## config.mk

```make
export PLATFORM = sky130hd
export DESIGN_NAME = snd_unit
export DESIGN_NICKNAME = d
export VERILOG_FILES = /design/src/rtl/snd_unit.sv
export SDC_FILE = /design/constraint.sdc
export NUM_CORES = 1
export LEC_CHECK = 0
export ABC_AREA = 1
export ABC_CLOCK_PERIOD_IN_PS = 12070
export BUFFER_PORTS_ARGS = -buffer_cell sky130_fd_sc_hd__buf_2
export CORE_MARGIN = 5
export CORE_UTILIZATION = 60
export CTS_CLUSTER_SIZE = 16
export DETAILED_ROUTE_END_ITERATION = 7
export PLACE_DENSITY = 0.76
export SYNTH_ARGS = -nofsm -noshare
export SYNTH_HDL_FRONTEND = slang
export SYNTH_SLANG_ARGS = --single-unit
```

## constraint.sdc

```tcl
create_clock -name clk -period 12.07 [get_ports clk]
set_input_delay 2.414 -clock clk [delete_from_list [all_inputs] [get_ports clk]]
set_output_delay 2.414 -clock clk [all_outputs]
set_load 0.005 [all_outputs]
```

## src/rtl/snd_unit.sv

```systemverilog
// snd_unit: four-voice square-wave generator with per-voice duration timers and a 6-bit mixer.
// Defining SND_NOISE_EN turns voice 3 into an LFSR noise channel (x^15 + x^14 + 1).
module snd_unit #(
    parameter int unsigned TICK_DIV   = 50000,
    parameter int unsigned SAMPLE_DIV = 1134
) (
    input  logic        clk,
    input  logic        reset,
    input  logic        snd_wen,
    input  logic [1:0]  w_param,
    input  logic [10:0] w_index,
    input  logic [15:0] w_val,
    output logic [5:0]  sample,
    output logic        sample_stb,
    output logic [3:0]  active
);

    localparam int unsigned TickW = (TICK_DIV > 1) ? $clog2(TICK_DIV) : 1;
    localparam int unsigned SampW = (SAMPLE_DIV > 1) ? $clog2(SAMPLE_DIV) : 1;
    localparam logic [TickW-1:0] TickLast = TickW'(TICK_DIV - 1);
    localparam logic [SampW-1:0] SampLast = SampW'(SAMPLE_DIV - 1);

    typedef enum logic [1:0] {
        ParHp   = 2'd0,
        ParVol  = 2'd1,
        ParDur  = 2'd2,
        ParCtrl = 2'd3
    } param_e;

    logic [15:0] hp_q  [4];
    logic [15:0] hp_d  [4];
    logic [3:0]  vol_q [4];
    logic [3:0]  vol_d [4];
    logic [15:0] dur_q [4];
    logic [15:0] dur_d [4];
    logic [15:0] pc_q  [4];
    logic [15:0] pc_d  [4];
    logic [3:0]  en_q, en_d;
    logic [3:0]  ph_q, ph_d;

    logic [TickW-1:0] tick_cnt_q, tick_cnt_d;
    logic [SampW-1:0] samp_cnt_q, samp_cnt_d;
    logic             tick;
    logic             samp_wrap;
    logic             wr_ok;

    logic [5:0] mix;
    logic [5:0] sample_q;
    logic       sample_stb_q;
    logic [3:0] active_q;

`ifdef SND_NOISE_EN
    logic [14:0] lfsr_q, lfsr_d;
    logic [14:0] lfsr_step;

    assign lfsr_step = {lfsr_q[13:0], lfsr_q[14] ^ lfsr_q[13]};
`endif

    // Free-running prescalers
    always_comb begin
        tick       = (tick_cnt_q == TickLast);
        tick_cnt_d = tick ? '0 : tick_cnt_q + TickW'(1);
        samp_wrap  = (samp_cnt_q == SampLast);
        samp_cnt_d = samp_wrap ? '0 : samp_cnt_q + SampW'(1);
    end

    // Voice update: oscillator and duration timer first, then a write to the voice overrides them.
    always_comb begin
        wr_ok = snd_wen && (w_index[10:2] == 9'd0);
        en_d  = en_q;
        ph_d  = ph_q;
`ifdef SND_NOISE_EN
        lfsr_d = lfsr_q;
`endif
        for (int v = 0; v < 4; v++) begin
            hp_d[v]  = hp_q[v];
            vol_d[v] = vol_q[v];
            dur_d[v] = dur_q[v];
            pc_d[v]  = pc_q[v];

            if (en_q[v]) begin
                if (hp_q[v] == 16'd0) begin
                    ph_d[v] = 1'b0;
                end else if (pc_q[v] <= 16'd1) begin
                    pc_d[v] = hp_q[v];
                    ph_d[v] = ~ph_q[v];
`ifdef SND_NOISE_EN
                    if (v == 3) begin
                        lfsr_d  = lfsr_step;
                        ph_d[v] = lfsr_step[0];
                    end
`endif
                end else begin
                    pc_d[v] = pc_q[v] - 16'd1;
                end

                // dur == 0 means play forever
                if (tick && (dur_q[v] != 16'd0)) begin
                    if (dur_q[v] == 16'd1) begin
                        dur_d[v] = 16'd0;
                        en_d[v]  = 1'b0;
                    end else begin
                        dur_d[v] = dur_q[v] - 16'd1;
                    end
                end
            end

            if (wr_ok && (w_index[1:0] == 2'(v))) begin
                case (param_e'(w_param))
                    ParHp: begin
                        hp_d[v] = w_val;
                        pc_d[v] = w_val;
                        ph_d[v] = ph_q[v];
                    end
                    ParVol: begin
                        vol_d[v] = w_val[3:0];
                    end
                    ParDur: begin
                        dur_d[v] = w_val;
                        en_d[v]  = en_q[v];
                    end
                    default: begin
                        dur_d[v] = dur_q[v];
                        en_d[v]  = w_val[0];
                        ph_d[v]  = 1'b0;
                        pc_d[v]  = w_val[0] ? hp_q[v] : 16'd0;
`ifdef SND_NOISE_EN
                        if ((v == 3) && w_val[0]) begin
                            lfsr_d = 15'h0001;
                        end
`endif
                    end
                endcase
            end
        end
    end

    // Mixer: 4 x 15 max = 60, fits in 6 bits
    always_comb begin
        mix = 6'd0;
        for (int v = 0; v < 4; v++) begin
            if (en_q[v] && ph_q[v]) begin
                mix = mix + {2'b00, vol_q[v]};
            end
        end
    end

    always_ff @(posedge clk or posedge reset) begin
        if (reset) begin
            for (int v = 0; v < 4; v++) begin
                hp_q[v]  <= '0;
                vol_q[v] <= '0;
                dur_q[v] <= '0;
                pc_q[v]  <= '0;
            end
            en_q         <= '0;
            ph_q         <= '0;
            tick_cnt_q   <= '0;
            samp_cnt_q   <= '0;
            sample_q     <= '0;
            sample_stb_q <= 1'b0;
            active_q     <= '0;
        end else begin
            for (int v = 0; v < 4; v++) begin
                hp_q[v]  <= hp_d[v];
                vol_q[v] <= vol_d[v];
                dur_q[v] <= dur_d[v];
                pc_q[v]  <= pc_d[v];
            end
            en_q         <= en_d;
            ph_q         <= ph_d;
            tick_cnt_q   <= tick_cnt_d;
            samp_cnt_q   <= samp_cnt_d;
            sample_q     <= mix;
            sample_stb_q <= samp_wrap;
            active_q     <= en_q;
        end
    end

`ifdef SND_NOISE_EN
    always_ff @(posedge clk or posedge reset) begin
        if (reset) begin
            lfsr_q <= 15'h0001;
        end else begin
            lfsr_q <= lfsr_d;
        end
    end
`endif

    assign sample     = sample_q;
    assign sample_stb = sample_stb_q;
    assign active     = active_q;

endmodule

```

==> summary.txt <==
Run status
  • Outcome: finished, final reports clean

Setup path
  • Slowest library cell on the worst path: nand2_1
  • Critical R2R Launch: en_q[0]
  • Critical path destination: hp_q[56]
  • Worst Path Max Fanout: 32
  • WS Path Type: primary input to flop
  • R2R Path End: sample[5]
  • Reg2Reg Depth: 20
  • Worst setup path startpoint: w_index[3]
  • Crit-path most repeated cell: nand2_1
  • Setup crit end kind: flop
  • Crit-path cells: buf_2, nor2_1, nand4_2, nor3_2, nand2_1, inv_2, nand2_1, o21ai_0
  • R2r setup slk: 7.57 ns
  • Worst EP required: 12.53 ns
  • CP delay by family, top: simple AND/OR/NAND/NOR gates
  • CP peak stage delay: 0.62 ns
  • Worst Path Buf+Inv: 2
  • Stages on worst setup path: 8
  • CP Launch Type: primary input
  • Critical Path AT: 5.25 ns

Drt
  • Drt via density: 5.861
  • WL final: 53,620 um
  • Antenna-violating nets left: 0
  • Wire per inst: 17.80 um
  • Starting DRT DRC Count: 1,786
  • Drt drc: 0
  • 1st-pass router iterations: 6
  • Vias post-DR: 17,660

Power and ir drop
  • Maximum VDD drop: 0.1129 mV
  • Pwr Density: 106.6 nW/um^2
  • Static Leakage: 9.461 nW
  • Overall Power: 2.016 mW

Floorplan
  • Die H: 180.5 um
  • IO Count: 43
  • Cell Rows: 62
  • Starting Density: 60.75%
  • Die X: 180.5 um
  • Die footprint: 32,570 sq um
  • Core Area: 28,700 sq um

Cells and area
  • Layout Nets: 2,677
  • Util after Layout: 65.92%
  • Layout cells sized above 1: 7.040%
  • Synth-to-layout area growth: 8.511%
  • Filler cells: 2,606

Timing
  • RSZ-0062 raised after global routing: no
  • Fmax: 208.5 MHz
  • Tcrit/Tclk final: 39.74%
  • Setup Viol. Count Final: 0
  • Slew Viols, Final: 0
  • Hold Fails Final Rpt: 0
  • Least-Margin Pin Slew: 1.183 ns
  • Relative slew slack: 20.54%
  • Clock period minus worst slack: 4.797 ns
  • Worst clock skew: 0.03388 ns
  • Setup TNS: 0 ns
  • Setup ws final: 7.273 ns

Clock network
  • # H-tree levels: 1
  • Clock Sinks: 254
  • CTS tree: built
  • Hold-fix buffers, CTS: 0
  • Clk buf depth: 3
  • CTS Buf Count: 29
  • Worst-Skew Late Latency: 0.57 ns
  • Total of cells resized after clock tree synthesis: 0
  • CTS root buf: clkbuf_16
  • Clock slew seen by the registers of the worst setup and hold paths: 0.06 ns
  • Setup Buffers After CTS: 0

Yosys
  • Avg Cell Area, Syn: 6.701 sq um
  • Most numerous cell in the Yosys netlist: nand2_1
  • Most used DFF post-synth: dfrtp_1
  • Area contributors post-synth: dfrtp_1 36%, nand2_1 14%, o21ai_0 8.9%
  • Commonest cells in the netlist: 628 x nand2_1, 341 x inv_1, 315 x nor2_1
  • Area share of the largest cell type after synthesis: 36.45%
  • Cell taking the most area after synthesis: dfrtp_1
  • Synthesized Nets: 2,672
  • Yosys reg bits: 254
  • Cell Area, Synth: 17,440 sq um
  • YS warnings: 0
  • Library cells used by synthesis: 57
  • Post-synth EDFFs: 0
  • Asr flop ratio synth: 100.0%
  • Sequential cell area fraction in the yosys report: 36.45%
  • Mapped Cells: 2,602

Min path
  • Hold Path Class: flop to flop
  • Hold Path Stages: 1

Global route
  • GRT Total Usage: 31.83%
  • Antenna violations before repair: 1
  • Vias in the first global route: 16,290
  • Gr ovfl total: 0
  • Global-route wire length before repair: 85,460 um
  • Largest net degree at the start of global routing: 125

Placed design
  • GP Congestion: 0.9452
  • PortBufs: 42
  • Post-DP HPWL: 38,500 um
  • DP Worst Slack: 6.905 ns

Flow run
  • Maxcap violations: 0
-- metal layers --
layer  GRT usage (%)  wire (um)  share of wire [%]
met1           45.01      23370                 44
met2           50.04      23880                 45
met3           4.199       4007                7.5
met4           12.58       2352                4.4
met5               0          0                  0
-- sequential cells by signal, indices dropped and copies added (netlist names), 6 cells and up --
signal      flops
dur_q          64
hp_q           64
pc_q           64
samp_cnt_q     11
sample          6
tick_cnt_q     16
vol_q          16
-- cell families after synthesis --
group	share of synthesized area [%]
buffers and inverters	9.709
AND/OR/NAND/NOR	31.52
AO/OA/AOI/OAI	17.29
flip-flops	36.45
multiplexers	0.05741
XOR/XNOR	2.110
adder cells (fa/ha/maj)	2.856
-- placed cells by master, fill, tap and decap left out, drive strengths merged, types with 7 or more instances in the layout --
| master | netlist | final |
|---|---|---|
| a21oi | 146 | 146 |
| a22oi | 9 | 9 |
| a31oi | 7 | 7 |
| buf | 27 | 49 |
| bufinv | 0 | 7 |
| clkbuf | 48 | 35 |
| clkinv | 5 | 12 |
| dfrtp | 254 | 254 |
| ha | 35 | 35 |
| inv | 359 | 360 |
| nand2 | 643 | 643 |
| nand3 | 146 | 146 |
| nand4 | 53 | 53 |
| nor2 | 341 | 341 |
| nor3 | 52 | 52 |
| nor4 | 12 | 12 |
| o211ai | 14 | 14 |
| o21ai | 347 | 347 |
| o21bai | 7 | 7 |
| o22ai | 18 | 18 |
| xor2 | 39 | 39 |
-- layout make-up --
type	count	area, sq um	share of cell area [%]
antenna	1	2.502	0.01323
clock buffer	35	778.2	4.113
clock inverter	17	276.5	1.462
inverter	364	1374	7.261
multi-input combinational	1909	9389	49.63
sequential	254	6356	33.60
tap	384	480.5	2.540
timing repair buffer	49	262.8	1.389
-- per-stage QoR --
step / area [sq um] / instances / hold slack [ns]
after global routing: 18920 / 3013 / 0.4927
after floorplan: 17440 / 2602 / 0.3487
final: 18920 / 3013 / 0.4557
after global placement: 17860 / 2960 / 0.4546
after CTS: 18920 / 3012 / 0.4643
after detailed placement: 17860 / 2960 / 0.4574
-- worst reg2reg max path: cells and delay by family, from the launching register on --
family / cells / cell delay (ns)
mux: 1 / 0.23
flops: 1 / 0.82
compound gates: 4 / 0.79
simple gates: 7 / 0.91
fa+ha+maj: 4 / 1.28
xor+xnor: 1 / 0.14
buf+inv: 3 / 0.19
-- power breakdown --
part	leakage, nW	total, mW	switching [mW]	internal [mW]
registers	3.36	0.887	0.0206	0.866
clock network	0.514	0.980	0.373	0.607
logic	5.58	0.149	0.110	0.0393
-- how the worst min path moves through the flow --
| stage | from | end | slack (ns) |
|---|---|---|---|
| 2_1_floorplan | en_q[0] | active[0] | 0.35 |
| 3_3_place_gp | tick_cnt_q[0] | tick_cnt_q[0] | 0.45 |
| 3_5_place_dp | tick_cnt_q[0] | tick_cnt_q[0] | 0.46 |
| 4_1_cts | tick_cnt_q[0] | tick_cnt_q[0] | 0.46 |
| 5_1_grt | tick_cnt_q[0] | tick_cnt_q[0] | 0.49 |
| 6_report | tick_cnt_q[0] | tick_cnt_q[0] | 0.46 |
No activity file was read; power rests on OpenSTA's default activity.
